### config.mk
export PLATFORM = sky130hd
export DESIGN_NAME = vga_pix_timing_ctrl
export DESIGN_NICKNAME = d
export VERILOG_FILES = /design/src/rtl/vga_pix_timing_ctrl.sv
export SDC_FILE = /design/constraint.sdc
export NUM_CORES = 1
export LEC_CHECK = 0
export BUFFER_PORTS_ARGS = -buffer_cell sky130_fd_sc_hd__clkbuf_2
export CORE_UTILIZATION = 30
export DETAILED_ROUTE_END_ITERATION = 10
export HOLD_SLACK_MARGIN = 0.08
export PLACE_DENSITY = 0.49
export RECOVER_POWER = 50
export SKIP_CTS_REPAIR_TIMING = 1
export SLEW_MARGIN = 20
export SYNTH_ARGS = -nofsm -noshare
export SYNTH_HDL_FRONTEND = slang
export SYNTH_SLANG_ARGS = --single-unit
### constraint.sdc
create_clock -name clk_25_i -period 7.1 [get_ports clk_25_i]
set_input_delay 0 -clock clk_25_i [delete_from_list [all_inputs] [get_ports clk_25_i]]
set_output_delay 0 -clock clk_25_i [all_outputs]
set_load 0.05 [all_outputs]
### src/rtl/vga_pix_timing_ctrl.sv
// vga_pix_timing_ctrl
//   Pixel-draw sequencer. Walks x/y over the full raster (active + porches +
//   sync), produces hs/vs/de for the pixel bundle, and issues one snapshot
//   request per frame so the values drawn stay frozen across a visible frame.
//   Stopping always finishes the frame in progress before going idle.
// Ports
//   clk_25_i       pixel clock
//   rst_n_i        asynchronous active-low reset
//   en_i           run request (level)
//   x_o, y_o       current pixel coordinate
//   hs_o, vs_o     syncs, active level set by HS_POL / VS_POL
//   de_o           active-video flag
//   frame_start_o  1-cycle pulse with pixel (0,0)
//   snap_req_o     snapshot request to the value sources
//   snap_ack_i     snapshot taken
//   snap_miss_o    1-cycle pulse when a request expired unacknowledged
//   miss_cnt_o     saturating miss count
module vga_pix_timing_ctrl #(
  parameter int H_ACTIVE = 640,
  parameter int H_FP     = 16,
  parameter int H_SYNC   = 96,
  parameter int H_BP     = 48,
  parameter int V_ACTIVE = 480,
  parameter int V_FP     = 10,
  parameter int V_SYNC   = 2,
  parameter int V_BP     = 33,
  parameter bit HS_POL   = 1'b0,
  parameter bit VS_POL   = 1'b0,
  parameter int PIX_X_W  = 12,
  parameter int PIX_Y_W  = 12
) (
  input  logic               clk_25_i,
  input  logic               rst_n_i,
  input  logic               en_i,
  output logic [PIX_X_W-1:0] x_o,
  output logic [PIX_Y_W-1:0] y_o,
  output logic               hs_o,
  output logic               vs_o,
  output logic               de_o,
  output logic               frame_start_o,
  output logic               snap_req_o,
  input  logic               snap_ack_i,
  output logic               snap_miss_o,
  output logic [7:0]         miss_cnt_o
);

  localparam int H_TOTAL = H_ACTIVE + H_FP + H_SYNC + H_BP;
  localparam int V_TOTAL = V_ACTIVE + V_FP + V_SYNC + V_BP;

  localparam logic [PIX_X_W-1:0] X_LAST = PIX_X_W'(H_TOTAL - 1);
  localparam logic [PIX_X_W-1:0] X_ACT  = PIX_X_W'(H_ACTIVE);
  localparam logic [PIX_X_W-1:0] X_HS0  = PIX_X_W'(H_ACTIVE + H_FP);
  localparam logic [PIX_X_W-1:0] X_HS1  = PIX_X_W'(H_ACTIVE + H_FP + H_SYNC);
  localparam logic [PIX_Y_W-1:0] Y_LAST = PIX_Y_W'(V_TOTAL - 1);
  localparam logic [PIX_Y_W-1:0] Y_ACT  = PIX_Y_W'(V_ACTIVE);
  localparam logic [PIX_Y_W-1:0] Y_VS0  = PIX_Y_W'(V_ACTIVE + V_FP);
  localparam logic [PIX_Y_W-1:0] Y_VS1  = PIX_Y_W'(V_ACTIVE + V_FP + V_SYNC);

  typedef enum logic [1:0] {S_IDLE, S_RUN, S_DRAIN} state_t;

  state_t               state_q, state_d;
  logic [PIX_X_W-1:0]   x_q, x_d;
  logic [PIX_Y_W-1:0]   y_q, y_d;
  logic                 hs_q, hs_d, vs_q, vs_d, de_q, de_d, fs_q, fs_d;
  logic                 req_q, req_d, miss_q, miss_d;
  logic [7:0]           cnt_q, cnt_d;
  logic                 at_last, active, origin;

  assign at_last = (x_q == X_LAST) && (y_q == Y_LAST);

  // A stop request seen on the very last pixel goes straight to idle, so a
  // stop never starts another frame.
  always_comb begin
    state_d = state_q;
    case (state_q)
      S_IDLE:  if (en_i) state_d = S_RUN;
      S_RUN:   if (!en_i) state_d = at_last ? S_IDLE : S_DRAIN;
      S_DRAIN: if (en_i) state_d = S_RUN;
               else if (at_last) state_d = S_IDLE;
      default: state_d = S_IDLE;
    endcase
  end

  // Outputs are computed from the next pixel coordinate and registered, so
  // x/y/hs/vs/de always describe the same pixel.
  always_comb begin
    x_d = '0;
    y_d = '0;
    if (state_q != S_IDLE) begin
      if (x_q == X_LAST) begin
        x_d = '0;
        y_d = (y_q == Y_LAST) ? '0 : y_q + PIX_Y_W'(1);
      end else begin
        x_d = x_q + PIX_X_W'(1);
        y_d = y_q;
      end
    end
    active = (state_d != S_IDLE);
    origin = (x_d == '0) && (y_d == '0);
    de_d   = active && (x_d < X_ACT) && (y_d < Y_ACT);
    hs_d   = (active && (x_d >= X_HS0) && (x_d < X_HS1)) ? HS_POL : !HS_POL;
    vs_d   = (active && (y_d >= Y_VS0) && (y_d < Y_VS1)) ? VS_POL : !VS_POL;
    fs_d   = active && origin;

    // Ack takes priority over expiry: an ack sampled on the last pixel of
    // the frame is on time.
    req_d  = req_q;
    miss_d = 1'b0;
    if (!active) begin
      req_d = 1'b0;
    end else if (req_q && snap_ack_i) begin
      req_d = 1'b0;
    end else if (req_q && origin) begin
      req_d  = 1'b0;
      miss_d = 1'b1;
    end else if ((x_d == '0) && (y_d == Y_ACT)) begin
      req_d = 1'b1;
    end

    cnt_d = cnt_q;
    if (miss_d && (cnt_q != 8'hFF)) cnt_d = cnt_q + 8'd1;
  end

  always_ff @(posedge clk_25_i or negedge rst_n_i) begin
    if (!rst_n_i) begin
      state_q <= S_IDLE;
      x_q     <= '0;
      y_q     <= '0;
      hs_q    <= !HS_POL;
      vs_q    <= !VS_POL;
      de_q    <= 1'b0;
      fs_q    <= 1'b0;
      req_q   <= 1'b0;
      miss_q  <= 1'b0;
      cnt_q   <= '0;
    end else begin
      state_q <= state_d;
      x_q     <= x_d;
      y_q     <= y_d;
      hs_q    <= hs_d;
      vs_q    <= vs_d;
      de_q    <= de_d;
      fs_q    <= fs_d;
      req_q   <= req_d;
      miss_q  <= miss_d;
      cnt_q   <= cnt_d;
    end
  end

  assign x_o           = x_q;
  assign y_o           = y_q;
  assign hs_o          = hs_q;
  assign vs_o          = vs_q;
  assign de_o          = de_q;
  assign frame_start_o = fs_q;
  assign snap_req_o    = req_q;
  assign snap_miss_o   = miss_q;
  assign miss_cnt_o    = cnt_q;

endmodule
Yosys cells after proc, flatten, opt, wreduce, memory -nomap -nowiden. Cells that the tools add are included.

Word-level logic and storage cells: 64. Register bits: 40. Bits of input ports: 4. Output and inout bits: 38.

Reductions and logical operators: 18. Equality and inequality tests: 7. $add $sub $neg: 3. Muxes and demuxes: 20. Magnitude comparators: 6.

Operator list (number): $mux W12 (5); $add A12 B1 Y12 const B (2); $eq A12 B10 Y1 const B (2); $logic_not A12 Y1 (2); $lt A12 B10 Y1 const B (2); $lt A12 B9 Y1 const B (2); $logic_and A1 B1 Y1 (13); $eq A12 B9 Y1 const B (1); $ge A12 B10 Y1 const B (1); $ge A12 B9 Y1 const B (1); $mux W2 (5); $mux W1 (9); $add A8 B1 Y8 const B (1); $ne A8 B8 Y1 const B (1); $pmux W2 S3 (1); $ne A4 B1 Y1 const B (1); $reduce_bool A2 Y1 (2); $eq A2 B1 Y1 const B (1); $eq A2 B2 Y1 const B (1); $logic_not A2 Y1 (1).

Logic depth before layout (Yosys ltp). Gate-level depths: netlist of run 1.

Depth in word-level cells: 11. Gate-level depth with buffers: 11.

Least setup slack after synthesis of run 1. OpenSTA, ideal clock, no wires.

Path kind: register to register. Start point: register x_q[1] (netlist: x_o[1]). End point: register cnt_q[1] (netlist: miss_cnt_o[1]). Arrival: 3018 ps. Setup time: 125 ps. Data required time: 6975 ps. Setup slack: 3957 ps. Period minus slack after synthesis: 3143 ps. Stages on the path, launching flop included: 11. Cell sequence: dfrtp_1 > ha_1 > nand4_1 > or3_1 > buf_2 > buf_6 > o21ai_0 > a21oi_1 > o211a_1 > nand4_4 > mux2_2.

Longest elaborated chain between the ends: 10. Elaborated cells on any way between the ends: 21. Classes of those cells: add/sub: 1; eq/ne: 1; mux: 12; reduce/logical: 7.

RTL lines: start: declaration (RTL line 62) `logic [PIX_X_W-1:0] x_q, x_d;`; start signal: assignment (RTL line 127) `x_q <= '0;`; start signal: assignment (RTL line 138) `x_q <= x_d;`; $add A12 B1 Y12 or $eq A12 B10 Y1 (tied branches) (RTL line 94, 69, 90); $mux W12 (RTL line 90) `if (x_q == X_LAST) begin`; $mux W12 (RTL line 89) `if (state_q != S_IDLE) begin`; $logic_not A12 Y1 (RTL line 99) `origin = (x_d == '0) && (y_d == '0);`; $logic_and A1 B1 Y1 (RTL line 99); $logic_and A1 B1 Y1 (RTL line 113) `end else if (req_q && origin) begin`; $mux W1 (RTL line 113); $mux W1 (RTL line 111) `end else if (req_q && snap_ack_i) begin`; $mux W1 * (RTL line 109) `if (!active) begin`; $logic_and A1 B1 Y1 * (RTL line 121) `if (miss_d && (cnt_q != 8'hFF)) cnt_d = cnt_q + 8'd1;`; end signal: assignment (RTL line 146) `cnt_q <= cnt_d;`; end: declaration (RTL line 66) `logic [7:0] cnt_q, cnt_d;`.

Mark *: on every way between the ends. The rest lies on a longest branch, timed or not. A chain may end at the register's enable or synchronous reset.

Worst setup path after layout of run 1.
Start point: register x_q[0] (netlist: x_o[0]). End point: register cnt_q[5] (netlist: miss_cnt_o[5]).

The elaborated chain is that of the path after synthesis.

==> results.json, run 1 <==
{
  "status": "finished with violations",
  "violations": "capacitance limit, slew limit",
  "antenna_cells": 0,
  "skew_ps": 10.2,
  "synthToLayoutAreaGrowth_pct": 14.8,
  "synthMuxAreaShare": 0.00460,
  "cts.sinks": 40,
  "post_drt_wl_per_cell_um": 14.8,
  "crit_family": "simple AND/OR/NAND/NOR gates",
  "synth_top_family_by_area": "simple AND/OR/NAND/NOR gates",
  "required_ps": 7330,
  "async_reset_ff_frac": 1.00,
  "hpwlAfterDp_um": 4260,
  "drv_cap": 1,
  "yosysTopAreaCellShare": 0.388,
  "yosys.area_share.simple": 0.288,
  "rows": 32,
  "yosys_warnings": 0,
  "io_buffers": 41,
  "relSlewSlack": -0.460,
  "min_period_over_period": 0.453,
  "gr-usage-all-layers": 0.148,
  "place_congestion": 0.774,
  "hp-class": "input port to flip-flop",
  "rsz0062_at_grt": "no",
  "avgViaCountPerCell": 5.16,
  "drt-initial-drc-count": 85,
  "first_global_vias": 1964,
  "ys.flop_type": "dfrtp_1",
  "power.total_uw": 547,
  "place_ws_ps": 3900,
  "wirelength_um": 5940,
  "synth_seq_area_share": 0.410,
  "final_common_cell": "dfrtp_1",
  "critical_path_class": "flip-flop to flip-flop",
  "synth_edf_count": 0,
  "cp_slowest_stage_delay_ps": 670,
  "fmax_ghz": 0.311,
  "path_max_fanout": 14,
  "p_per_area_nw_per_um2": 194,
  "syn_nets": 272,
  "finalSetupViolations": 0,
  "nets": 307,
  "root_buffer": "clkbuf_8",
  "setup_ws_ps": 3880,
  "grt_max_degree": 41,
  "yosysTopAreaCell": "dfrtp_1",
  "grt_pass1_wl_um": 9920,
  "fill_cells": 828,
  "cts_tree": "yes",
  "syn_avg_cell_area_um2": 9.28,
  "cpMaxStageDelayCell": "or3_1",
  "netlist_area_um2": 2450,
  "dieArea_um2": 8530,
  "antenna_found_initial": 0,
  "first_pass_iters": 4,
  "dr_wl_met2_um": 2790,
  "ys_types": 56,
  "ant_nets": 0,
  "coreArea_um2": 7810,
  "wl_met1_um": 2860,
  "start_util": 0.314,
  "path_cells": "ha_1 > nand4_1 > or3_1 > o21a_1 > a211oi_1 > a31o_2 > nand4_4 > nor3_1 > xor2_1",
  "yosys.area_share.adder": 0.0204,
  "irDropWorstVdd_uv": 73.1,
  "p_leak_uw": 0.00121,
  "crit_buf_inv": 0,
  "clockBufferDepth": 2,
  "start_kind": "flip-flop",
  "cp.arrival_ps": 3450,
  "final_layout_size_suffix_gt1_frac": 0.143,
  "final_cell_mix": "dfrtp_1, nor2_1, clkbuf_1",
  "topRoutingLayerUsed": "met4",
  "numCtsBuffers": 5,
  "synthXorXnorAreaFrac": 0.104,
  "setup_tns_ps": 0,
  "gr-total-overflow": 0,
  "finalHoldViolations": 0,
  "clk_latency_ps": 300,
  "synth_compound_area_frac": 0.131,
  "fp.dieH_um": 92.4,
  "netlist_instances": 264,
  "worst_pin_slew_ps": 2190,
  "wl_met3_um": 234,
  "post-route-min-period_ps": 3220,
  "clk_pin_slew_worst_paths_ps": 90,
  "cp-end-kind": "flip-flop",
  "slew_viol_final": 41,
  "via_count": 2074,
  "ios": 42,
  "drc": 0,
  "die_w_um": 92.4,
  "yosys_register_bits": 40,
  "cts-htree-levels": 2,
  "synth.top_cells.by_area": "dfrtp_1, xnor2_1, nor2_1, xor2_1, nand3_1"
}
## path summary, 6_finish.rpt
| path | from | end | slack [ps] | cells after the start |
|---|---|---|---|---|
| setup / recovery | x_o[0] | miss_cnt_o[5] | 3880 | 9 |
| hold / removal | snap_ack_i | snap_req_o | 130 | 5 |
| setup reg to reg | x_o[0] | miss_cnt_o[5] | 3880 | 9 |
| hold reg to reg | miss_cnt_o[7] | miss_cnt_o[7] | 510 | 1 |
| max in group asynchronous | rst_n_i | y_o[1] | 4980 | 2 |
| min in group asynchronous | rst_n_i | y_o[2] | 870 | 2 |
## flip-flops by register name, indices dropped and copies added (netlist names)
register       flops
state_q            2
snap_miss_o        1
y_o               12
vs_o               1
miss_cnt_o         8
snap_req_o         1
hs_o               1
x_o               12
frame_start_o      1
de_o               1
## power breakdown
group	internal (uW)	leakage (uW)	switching, uW
clock	106	0.0000583	90.6
sequential	237	0.000541	13.6
combinational	27.8	0.000616	71.4
## synthesized netlist by cell type (all sizes together) (2+ instances only)
library cell,n
a31oi,4
nor4,5
ha,4
o21ai,9
inv,5
a21o,2
nor2b,2
or4,3
nor2,35
xnor2,17
clkbuf,6
or3,2
a21oi,7
dfrtp,38
xor2,12
nor3,8
nand3,14
buf,10
nand2,18
or2,2
nand4b,2
a211oi,4
nand4,10
a22oi,2
and3,11
dfstp,2
and4,3
and2,5
o31a,2
o21a,2
nor4b,2
## layer usage
metal | GRT usage | up-vias
li1 | - | 1015
met1 | 0.202 | 1004
met2 | 0.238 | 50
met3 | 0.0287 | 5
met4 | 0.0430 | 0
met5 | 0 | -
## logic make-up after synthesis
logic type	after synthesis
buf+inv	21
flops	40
fa+ha+maj	4
mux	1
simple gates	126
xor+xnor	29
compound gates	43
## cell type report
class	count	area, um^2	share of cell area
multi-input cells	203	1340	0.477
flip-flops and latches	40	1000	0.357
repair buffers	44	205	0.0730
well taps	102	128	0.0454
clock buffers	5	68.8	0.0245
clock inverters	3	47.5	0.0169
inverters	5	18.8	0.00667
## tightest hold or removal path, stage by stage
cell and delay, ps:
clkbuf_2 90, a21oi_1 40, and2_1 150, nand2_1 50, o21ai_0 60
## metrics by stage
stage	hold slack, ps	util	instance area (um^2)	instances
finish	128	0.360	2810	402
global route	155	0.360	2810	402
CTS	-130	0.361	2820	400
detailed placement	198	0.346	2700	392
global placement	194	0.346	2700	392
floorplan	-296	-	2450	264
No activity file was read; power rests on OpenSTA's default activity.
==> run 2: changes to the inputs <==
Settings changed: PLACE_DENSITY 0.49 to 0.51.
Clock period 7.1 ns to 2.85 ns, I/O delays scaled along.
==> run 2 against run 1 <==
The flow still finishes with violations (capacitance limit, slew limit). Utilization is 3.5 points higher. Sequential power is 140% higher. Power grew to 2.6 times the previous value. Flip-flop and latch count stayed put. Worst hold slack better by 25 ps. Global-route usage is 0.62 points higher. Non-clock buffer count is 28 higher. Register-to-register slack worse by 3800 ps. Clock power is 140% higher. Via count is 2.8% higher. Critical path depth stayed put. Design area is 9.6% higher. Largest cell class unchanged.
==> results.json, run 2 (synthesized netlist as in run 1, its figures left out) <==
{
  "start_kind": "flip-flop",
  "root_buffer": "clkbuf_8",
  "p_switching_uw": 439,
  "ant_nets": 0,
  "numCtsBuffers": 5,
  "pwr-share-comb": 0.222,
  "finalSetupViolations": 0,
  "slew_viol_final": 41,
  "rsz0062_at_grt": "yes",
  "antenna_found_initial": 0,
  "netSwitchingFraction": 0.313,
  "cp.arrival_ps": 2950,
  "p_per_area_nw_per_um2": 455,
  "wirelength_um": 6150,
  "fp.dieH_um": 92.4,
  "coreArea_um2": 7810,
  "final_layout_size_suffix_gt1_frac": 0.284,
  "cts-htree-levels": 2,
  "clk_latency_ps": 300,
  "hp-class": "input port to flip-flop",
  "first_global_vias": 2153,
  "drt-initial-drc-count": 85,
  "irDropWorstVdd_uv": 222,
  "worst_pin_slew_ps": 2190,
  "dp.cells": 417,
  "power.share.sequential": 0.435,
  "antenna_cells": 0,
  "p_leak_uw": 0.00140,
  "p_int_uw": 962,
  "required_ps": 3080,
  "path_max_fanout": 8,
  "gr-total-overflow": 0,
  "final_common_cell": "nor2_1",
  "skew_ps": 7.88,
  "dieArea_um2": 8530,
  "place_congestion": 0.839,
  "power.total_uw": 1400,
  "die_w_um": 92.4,
  "finalHoldViolations": 0,
  "multi_input_area_um2": 1380,
  "cp-end-kind": "flip-flop",
  "ios": 42,
  "fill_cells": 854,
  "cts_tree": "yes",
  "hpwlAfterDp_um": 4630,
  "status": "finished with violations",
  "p_clk_frac": 0.343,
  "via_count": 2133,
  "met1_usage": 0.210,
  "violations": "capacitance limit, slew limit",
  "fmax_ghz": 0.368,
  "gr-usage-all-layers": 0.155,
  "rows": 32,
  "cts.sinks": 40,
  "holdWs_ps": 152,
  "avgViaCountPerCell": 4.96,
  "grt-busiest-layer": "met2",
  "first_pass_iters": 6,
  "nets": 335,
  "fin_cells": 430,
  "regArea_um2": 1010,
  "min_period_over_period": 0.955,
  "relSlewSlack": -0.460,
  "critical_path_class": "flip-flop to flip-flop",
  "grt_pass1_wl_um": 10500,
  "clockBufferDepth": 2,
  "post_drt_wl_per_cell_um": 14.3,
  "start_util": 0.314,
  "synthToLayoutAreaGrowth_pct": 25.8,
  "io_buffers": 41,
  "final_cell_mix": "nor2_1, dfrtp_1, clkbuf_2, buf_4, nand2_1",
  "drc": 0,
  "post-route-min-period_ps": 2720,
  "grt_max_degree": 41,
  "grtUsageMet2": 0.254,
  "clk_pin_slew_worst_paths_ps": 90,
  "grtUsageMet3": 0.0279,
  "drv_cap": 1
}
run 2: cell types whose count changed in the layout (fill, tap and decap cells not counted), moves of 7 or more:
cell / before / now
dfrtp_1: 38 / 31
buf_4: 1 / 29
clkbuf_1: 22 / 12
clkbuf_2: 19 / 29
dfrtp_2: 0 / 7
run 2: routing by layer:
| layer | wire [um] | share of wire |
|---|---|---|
| met5 | 0 | 0 |
| met4 | 44 | 0.0072 |
| met3 | 199 | 0.032 |
| met2 | 2900 | 0.47 |
| met1 | 3010 | 0.49 |
run 2: layout make-up:
cell class,instances,area share
clock inverter,3,0.0150
clock buffer,5,0.0223
inverter,5,0.00609
sequential,40,0.328
timing repair buffer,72,0.139
tap,102,0.0414
multi-input combinational,203,0.448
run 2: worst paths after layout:
kind,from,end,slack [ps],depth (start not counted)
max,x_o[0],miss_cnt_o[7],130,9
min,snap_ack_i,snap_miss_o,150,4
max reg2reg,x_o[0],miss_cnt_o[7],130,9
min reg2reg,miss_cnt_o[7],miss_cnt_o[7],500,1
max in group asynchronous,rst_n_i,x_o[11],560,2
min in group asynchronous,rst_n_i,y_o[3],880,2
run 2: power by group through the flow:
stage / logic, uW / registers [uW] / clock network [uW]
finish: 311 / 610 / 481
global route: 343 / 613 / 519
CTS: 314 / 611 / 502
detailed placement: 314 / 622 / 0
global placement: 313 / 622 / 0
floorplan: 132 / 703 / 0
run 2: through the flow:
step	instance area [um^2]	worst slack [ps]	TNS, ps	util
global placement	2910	144	0	0.373
global route	3080	-30.8	-224	0.395
detailed placement	2910	70.6	0	0.373
floorplan	2470	17.4	0	-
CTS	3030	60.2	0	0.388
finish	3080	129	0	0.395
run 2: critical path, cell delays in order, from the launching register on:
cell and delay, ps:
dfrtp_2 390, ha_4 170, nand4_1 250, or4_4 620, a211oi_2 230, nand4_1 180
a22oi_4 270, nand4_4 190, nor4_4 200, xor2_1 160
